==> src/rtl/nibble_serial_sub_if.sv <==
// Start/done handshake bundle for the nibble-serial subtractor.
interface nibble_serial_sub_if #(
    parameter int unsigned WIDTH = 16
);
    logic             start;
    logic [WIDTH-1:0] a;
    logic [WIDTH-1:0] b;
    logic             bi;
    logic             busy;
    logic             done;
    logic [WIDTH-1:0] r;
    logic             bo;
    logic             zero;
    logic             neg;
    logic             ovf;

    modport master (
        output start, a, b, bi,
        input  busy, done, r, bo, zero, neg, ovf
    );

    modport slave (
        input  start, a, b, bi,
        output busy, done, r, bo, zero, neg, ovf
    );
endinterface

==> src/rtl/nibble_serial_sub.sv <==
// Multi-cycle a - b - bi: one 4-bit carry-lookahead slice reused per nibble,
// carry registered between nibbles. WIDTH must be a multiple of 4 and >= 4.
module nibble_serial_sub #(
    parameter int unsigned WIDTH = 16
) (
    input  logic                clk,
    input  logic                rst_n,
    nibble_serial_sub_if.slave  bus
);
    localparam int unsigned N  = WIDTH / 4;
    localparam int unsigned CW = (N > 1) ? $clog2(N) : 1;
    localparam int unsigned SW = CW + 2;
    localparam logic [CW-1:0] LAST = CW'(N - 1);

    typedef enum logic [1:0] {
        IDLE = 2'd0,
        RUN  = 2'd1,
        DONE = 2'd2
    } state_t;

    state_t           state, state_n;
    logic             accept;
    logic [WIDTH-1:0] a_q, b_q, r_q, r_nx;
    logic [CW-1:0]    count;
    logic [SW-1:0]    shamt;
    logic             c_q;
    logic             busy_q, done_q, bo_q, zero_q, neg_q, ovf_q;
    logic [3:0]       an, bn, p, g, sum;
    logic             c1, c2, c3, c4;

    // State register; busy/done registered from the next state
    always_ff @(posedge clk or negedge rst_n) begin
        if (!rst_n) begin
            state  <= IDLE;
            busy_q <= 1'b0;
            done_q <= 1'b0;
        end else begin
            state  <= state_n;
            busy_q <= (state_n == RUN);
            done_q <= (state_n == DONE);
        end
    end

    always_comb begin
        state_n = state;
        accept  = 1'b0;
        case (state)
            IDLE: begin
                if (bus.start) begin
                    state_n = RUN;
                    accept  = 1'b1;
                end
            end
            RUN: begin
                if (count == LAST) state_n = DONE;
            end
            DONE: begin
                if (bus.start) begin
                    state_n = RUN;
                    accept  = 1'b1;
                end else begin
                    state_n = IDLE;
                end
            end
            default: state_n = IDLE;
        endcase
    end

    // CLA slice on the low nibble of the shifting operands: a + ~b + c
    always_comb begin
        an    = a_q[3:0];
        bn    = ~b_q[3:0];
        p     = an ^ bn;
        g     = an & bn;
        c1    = g[0] | (p[0] & c_q);
        c2    = g[1] | (p[1] & g[0]) | (p[1] & p[0] & c_q);
        c3    = g[2] | (p[2] & g[1]) | (p[2] & p[1] & g[0]) | (p[2] & p[1] & p[0] & c_q);
        c4    = g[3] | (p[3] & g[2]) | (p[3] & p[2] & g[1]) | (p[3] & p[2] & p[1] & g[0])
              | (p[3] & p[2] & p[1] & p[0] & c_q);
        sum   = p ^ {c3, c2, c1, c_q};
        shamt = {count, 2'b00};
        r_nx  = (r_q & ~(WIDTH'(4'hF) << shamt)) | (WIDTH'(sum) << shamt);
    end

    // Operand capture, per-nibble result write, flags only on the last nibble
    always_ff @(posedge clk or negedge rst_n) begin
        if (!rst_n) begin
            a_q    <= '0;
            b_q    <= '0;
            c_q    <= 1'b0;
            count  <= '0;
            r_q    <= '0;
            bo_q   <= 1'b0;
            zero_q <= 1'b0;
            neg_q  <= 1'b0;
            ovf_q  <= 1'b0;
        end else if (accept) begin
            a_q   <= bus.a;
            b_q   <= bus.b;
            c_q   <= ~bus.bi;
            count <= '0;
        end else if (state == RUN) begin
            a_q   <= a_q >> 4;
            b_q   <= b_q >> 4;
            c_q   <= c4;
            r_q   <= r_nx;
            count <= count + CW'(1);
            if (count == LAST) begin
                bo_q   <= ~c4;
                zero_q <= (r_nx == '0);
                neg_q  <= sum[3];
                ovf_q  <= c3 ^ c4;
            end
        end
    end

    assign bus.busy = busy_q;
    assign bus.done = done_q;
    assign bus.r    = r_q;
    assign bus.bo   = bo_q;
    assign bus.zero = zero_q;
    assign bus.neg  = neg_q;
    assign bus.ovf  = ovf_q;
endmodule

==> src/flat_wrapper.sv <==
// flat-port wrapper written by rule: the top's interface ports become plain ports
module nibble_serial_sub_flat 
#(
    parameter int unsigned WIDTH = 16
)
  (clk, rst_n, bus_start, bus_a, bus_b, bus_bi, bus_busy, bus_done, bus_r, bus_bo, bus_zero, bus_neg, bus_ovf);
  nibble_serial_sub_if #(.WIDTH(WIDTH)) bus_i ();
  input  logic clk;
  input  logic rst_n;
  input wire logic [$bits(bus_i.start)-1:0] bus_start;
  input wire logic [$bits(bus_i.a)-1:0] bus_a;
  input wire logic [$bits(bus_i.b)-1:0] bus_b;
  input wire logic [$bits(bus_i.bi)-1:0] bus_bi;
  output wire logic [$bits(bus_i.busy)-1:0] bus_busy;
  output wire logic [$bits(bus_i.done)-1:0] bus_done;
  output wire logic [$bits(bus_i.r)-1:0] bus_r;
  output wire logic [$bits(bus_i.bo)-1:0] bus_bo;
  output wire logic [$bits(bus_i.zero)-1:0] bus_zero;
  output wire logic [$bits(bus_i.neg)-1:0] bus_neg;
  output wire logic [$bits(bus_i.ovf)-1:0] bus_ovf;
  assign bus_i.start = bus_start;
  assign bus_i.a = bus_a;
  assign bus_i.b = bus_b;
  assign bus_i.bi = bus_bi;
  assign bus_busy = bus_i.busy;
  assign bus_done = bus_i.done;
  assign bus_r = bus_i.r;
  assign bus_bo = bus_i.bo;
  assign bus_zero = bus_i.zero;
  assign bus_neg = bus_i.neg;
  assign bus_ovf = bus_i.ovf;
  nibble_serial_sub #(.WIDTH(WIDTH)) u_core (.clk(clk), .rst_n(rst_n), .bus(bus_i));
endmodule
==> config.mk <==
export PLATFORM = sky130hd
export DESIGN_NAME = nibble_serial_sub_flat
export DESIGN_NICKNAME = d
export VERILOG_FILES = /design/src/rtl/nibble_serial_sub_if.sv /design/src/rtl/nibble_serial_sub.sv /design/src/flat_wrapper.sv
export SDC_FILE = /design/constraint.sdc
export NUM_CORES = 1
export LEC_CHECK = 0
export BUFFER_PORTS_ARGS = -buffer_cell sky130_fd_sc_hd__buf_2
export CORE_ASPECT_RATIO = 0.6
export CORE_MARGIN = 2
export CORE_UTILIZATION = 53
export DETAILED_ROUTE_END_ITERATION = 6
export HOLD_SLACK_MARGIN = 0.02
export PLACE_DENSITY = 0.77
export RECOVER_POWER = 50
export SLEW_MARGIN = 40
export SYNTH_ARGS = -nofsm -noshare
export SYNTH_HDL_FRONTEND = slang
export SYNTH_SLANG_ARGS = --single-unit
==> constraint.sdc <==
create_clock -name clk -period 2.25 [get_ports clk]
set_clock_uncertainty 0.1 [all_clocks]
set_input_delay 0.45 -clock clk [delete_from_list [all_inputs] [get_ports clk]]
set_output_delay 0.45 -clock clk [all_outputs]
set_load 0.03 [all_outputs]
==> impl_metrics.env <==
export IMPL_fin_ws_ns=0.1701
export IMPL_first_pass_iters=5
export IMPL_core_area_um2=4636
export IMPL_row_count=19
export IMPL_synth_edf_count=0
export IMPL_synth_nets=296
export IMPL_yosysMostFrequentCell="dfrtp_1"
export IMPL_cts_tree="done"
export IMPL_drive_gt1_share_pct=24.38
export IMPL_clock_latency_ns=0.34
export IMPL_netlist_area_um2=2597
export IMPL_antenna_left=0
export IMPL_die_area_um2=5495
export IMPL_tightestPinTransition_ns=1.182
export IMPL_vias=2155
export IMPL_netlist_top_cell_by_area="dfrtp_1"
export IMPL_relSlewSlack_pct=21.19
export IMPL_final_setup_tns_ns=0
export IMPL_grt_pass1_wl_um=9597
export IMPL_yosysWarnings=0
export IMPL_dieHeight_um=58.23
export IMPL_setup_violations=0
export IMPL_fin_crit_ns=2.080
export IMPL_p_int_mw=3.129
export IMPL_leakagePower_nw=1.544
export IMPL_clkSinkCount=59
export IMPL_path_class="reg2reg"
export IMPL_antenna_found_initial=0
export IMPL_crit_fanout=5
export IMPL_clk_pin_slew_ns=0.07
export IMPL_cp_required_ns=2.39
export IMPL_drt_wirelength_per_cell_um=15.55
export IMPL_synth_top_area_share_pct=56.84
export IMPL_pre_cts_slack_ns=0.1419
export IMPL_ys_seq_area_share_pct=56.84
export IMPL_drv_cap=0
export IMPL_min_period_over_period_pct=92.44
export IMPL_crit_arrival_ns=2.22
export IMPL_max_freq_mhz=480.8
export IMPL_synthAdderAreaFrac_pct=4.624
export IMPL_grt_pass1_vias=1928
export IMPL_yosys_area_share_simple_pct=14.50
export IMPL_grt_ovfl_total=0
export IMPL_startpoint_type="flop"
export IMPL_switchingPower_mw=2.510
export IMPL_synth_xor_area_share_pct=1.012
export IMPL_yosysUniqueCellTypes=33
export IMPL_ir_drop_uv=972.5
export IMPL_ys_top_cells_by_count="dfrtp_1, nand2_1, nor2_1, a22o_1, a31oi_1"
export IMPL_start_util_pct=56.03
export IMPL_pwr_density_cell_nw_per_um2=1772
export IMPL_port_buffers=57
export IMPL_hold_path_class="in2reg"
export IMPL_place_congestion=0.9042
export IMPL_hold_violations=0
export IMPL_drc_errors=0
export IMPL_cts_buffer_depth=2
export IMPL_htreeDepth=3
export IMPL_synth_area_leaders="dfrtp_1, nand2_1, a22o_1"
export IMPL_synth_mux_area_share_pct=1.252
export IMPL_async_reset_ff_share_pct=100.0
export IMPL_power_frac_clock_pct=16.1
export IMPL_grt_usage_pct=23.98
export IMPL_die_width_um=94.38
export IMPL_outcome="finished, final reports clean"
export IMPL_final_nets=360
export IMPL_syn_area_per_cell_um2=10.35
export IMPL_cts_root_buffer="clkbuf_8"
export IMPL_cts_buffers=9
export IMPL_cts_setup_buffers=0
export IMPL_sw_frac_of_total_pct=44.51
export IMPL_synth_main_ff_cell="dfrtp_1"
export IMPL_io_pins=58
export IMPL_synth_compound_area_share_pct=17.97
export IMPL_area_growth_synth_to_final_pct=22.50
export IMPL_seq_power_share_pct=33.5
export IMPL_grt_max_degree=40
export IMPL_cp_end_kind="flop"
export IMPL_drt_iter0_drc=154
export IMPL_nFillCells=377
export IMPL_finalMaxSlewViolations=0
export IMPL_rsz0062_at_grt="no"
export IMPL_wl_um=5955
export IMPL_ys_seq_elements=59
export IMPL_syn_inst=251
export IMPL_final_util_pct=68.64
export IMPL_diodes=0
export IMPL_synth_top_family_by_area="compound AO/OA/AOI/OAI gates"
export IMPL_comb_power_share_pct=50.4
export IMPL_detail_route_vias_per_cell=5.627
export IMPL_hpwl_um=4172
export IMPL_worst_hold_slack_ns=0.2213
==> critical path, stage by stage, from the launching register on <==
cell and delay (ns):
dfrtp_1 0.40, inv_1 0.08, fa_1 0.43, xnor2_1 0.23
or4_1 0.55, o41ai_2 0.19
==> routing by layer <==
metal / vias to the layer above / global-route usage [%] / part of all wire, %
met5: - / 0 / 0
met2: 82 / 30.20 / 42
met1: 1045 / 37.61 / 49
li1: 1018 / - / -
met4: 0 / 8.075 / 1.1
met3: 10 / 8.973 / 8.0
==> area by class of cell <==
type                       count  area (um2)  share of cell area [%]
clock buffer                  15       186.4                   5.859
clock inverter                 1       5.005                  0.1573
inverter                      11       41.29                   1.298
multi-input combinational    167        1035                   32.52
sequential                    59        1476                   46.40
tap                           63       78.83                   2.477
timing repair buffer          67       359.1                   11.29
==> cells in the final DEF, fill, tap and decap left out, drive strengths merged <==
master | netlist | routed
or4 | 1 | 1
o21ai | 7 | 7
nor4 | 3 | 3
a32o | 2 | 2
a221o | 4 | 4
a31oi | 13 | 13
dlygate4sd3 | 0 | 1
nor2 | 21 | 21
a22o | 19 | 19
o22ai | 2 | 2
dfrtp | 59 | 59
buf | 6 | 55
nor2b | 2 | 2
a22oi | 5 | 5
xor2 | 2 | 2
xnor2 | 1 | 1
o41ai | 2 | 2
clkbuf | 8 | 26
nand2 | 52 | 52
mux2i | 1 | 1
nor3 | 9 | 9
ha | 8 | 8
clkinv | 0 | 1
a211oi | 1 | 1
mux2 | 2 | 2
o21bai | 1 | 1
inv | 11 | 11
o211ai | 1 | 1
fa | 1 | 1
nand2b | 2 | 2
a21oi | 5 | 5
==> worst paths after layout <==
path / start / endpoint / slack (ns) / cells after the start
min in group asynchronous: rst_n / u_core.bus.done / 0.77 / 2
hold / removal: bus_b[7] / u_core.b_q[7] / 0.22 / 3
setup / recovery: u_core.c_q / u_core.bus.zero / 0.17 / 5
max in group asynchronous: rst_n / u_core.state[1] / 0.50 / 3
hold reg to reg: u_core.b_q[7] / u_core.b_q[7] / 0.39 / 2
setup reg to reg: u_core.c_q / u_core.bus.zero / 0.17 / 5
==> per-stage QoR <==
step / instances / total power [mW] / cell area, um2
after floorplan: 251 / 3.792 / 2597
after global placement: 366 / 4.610 / 2989
after detailed placement: 366 / 4.691 / 2989
after CTS: 383 / 5.628 / 3191
after global routing: 383 / 6.026 / 3182
final: 383 / 5.639 / 3182
==> power groups by stage <==
stage	sequential, mW	combinational [mW]	clock [mW]
floorplan	2.18	1.61	0
global placement	1.87	2.74	0
detailed placement	1.89	2.81	0
CTS	1.88	2.83	0.923
global route	1.95	3.10	0.984
finish	1.89	2.84	0.909
==> kinds of logic (layout without fill, tap and decap cells) <==
family | after synthesis | count (layout)
AOI/OAI and AO/OA | 62 | 62
xor gates and xnor gates | 3 | 3
adders and majority gates | 9 | 9
buffers and inverters | 25 | 94
DFF | 59 | 59
muxes | 3 | 3
and+or+nand+nor | 90 | 90
==> registers in the layout (all words and copies together), names as in the netlist <==
name	count
u_core.a_q	16
u_core.b_q	16
u_core.bus.r	16
u_core.count	2
u_core.state	2
u_core.bus.bo	1
u_core.bus.busy	1
u_core.bus.done	1
u_core.bus.neg	1
u_core.bus.ovf	1
u_core.bus.zero	1
u_core.c_q	1
==> timing repair <==
action,CTS,global route
endpoints found under the hold margin,20,0
hold buffers,1,0
setup endpoints to repair,0,1
resized for setup,0,1
Note: power is estimated with default switching activity, not from simulation.
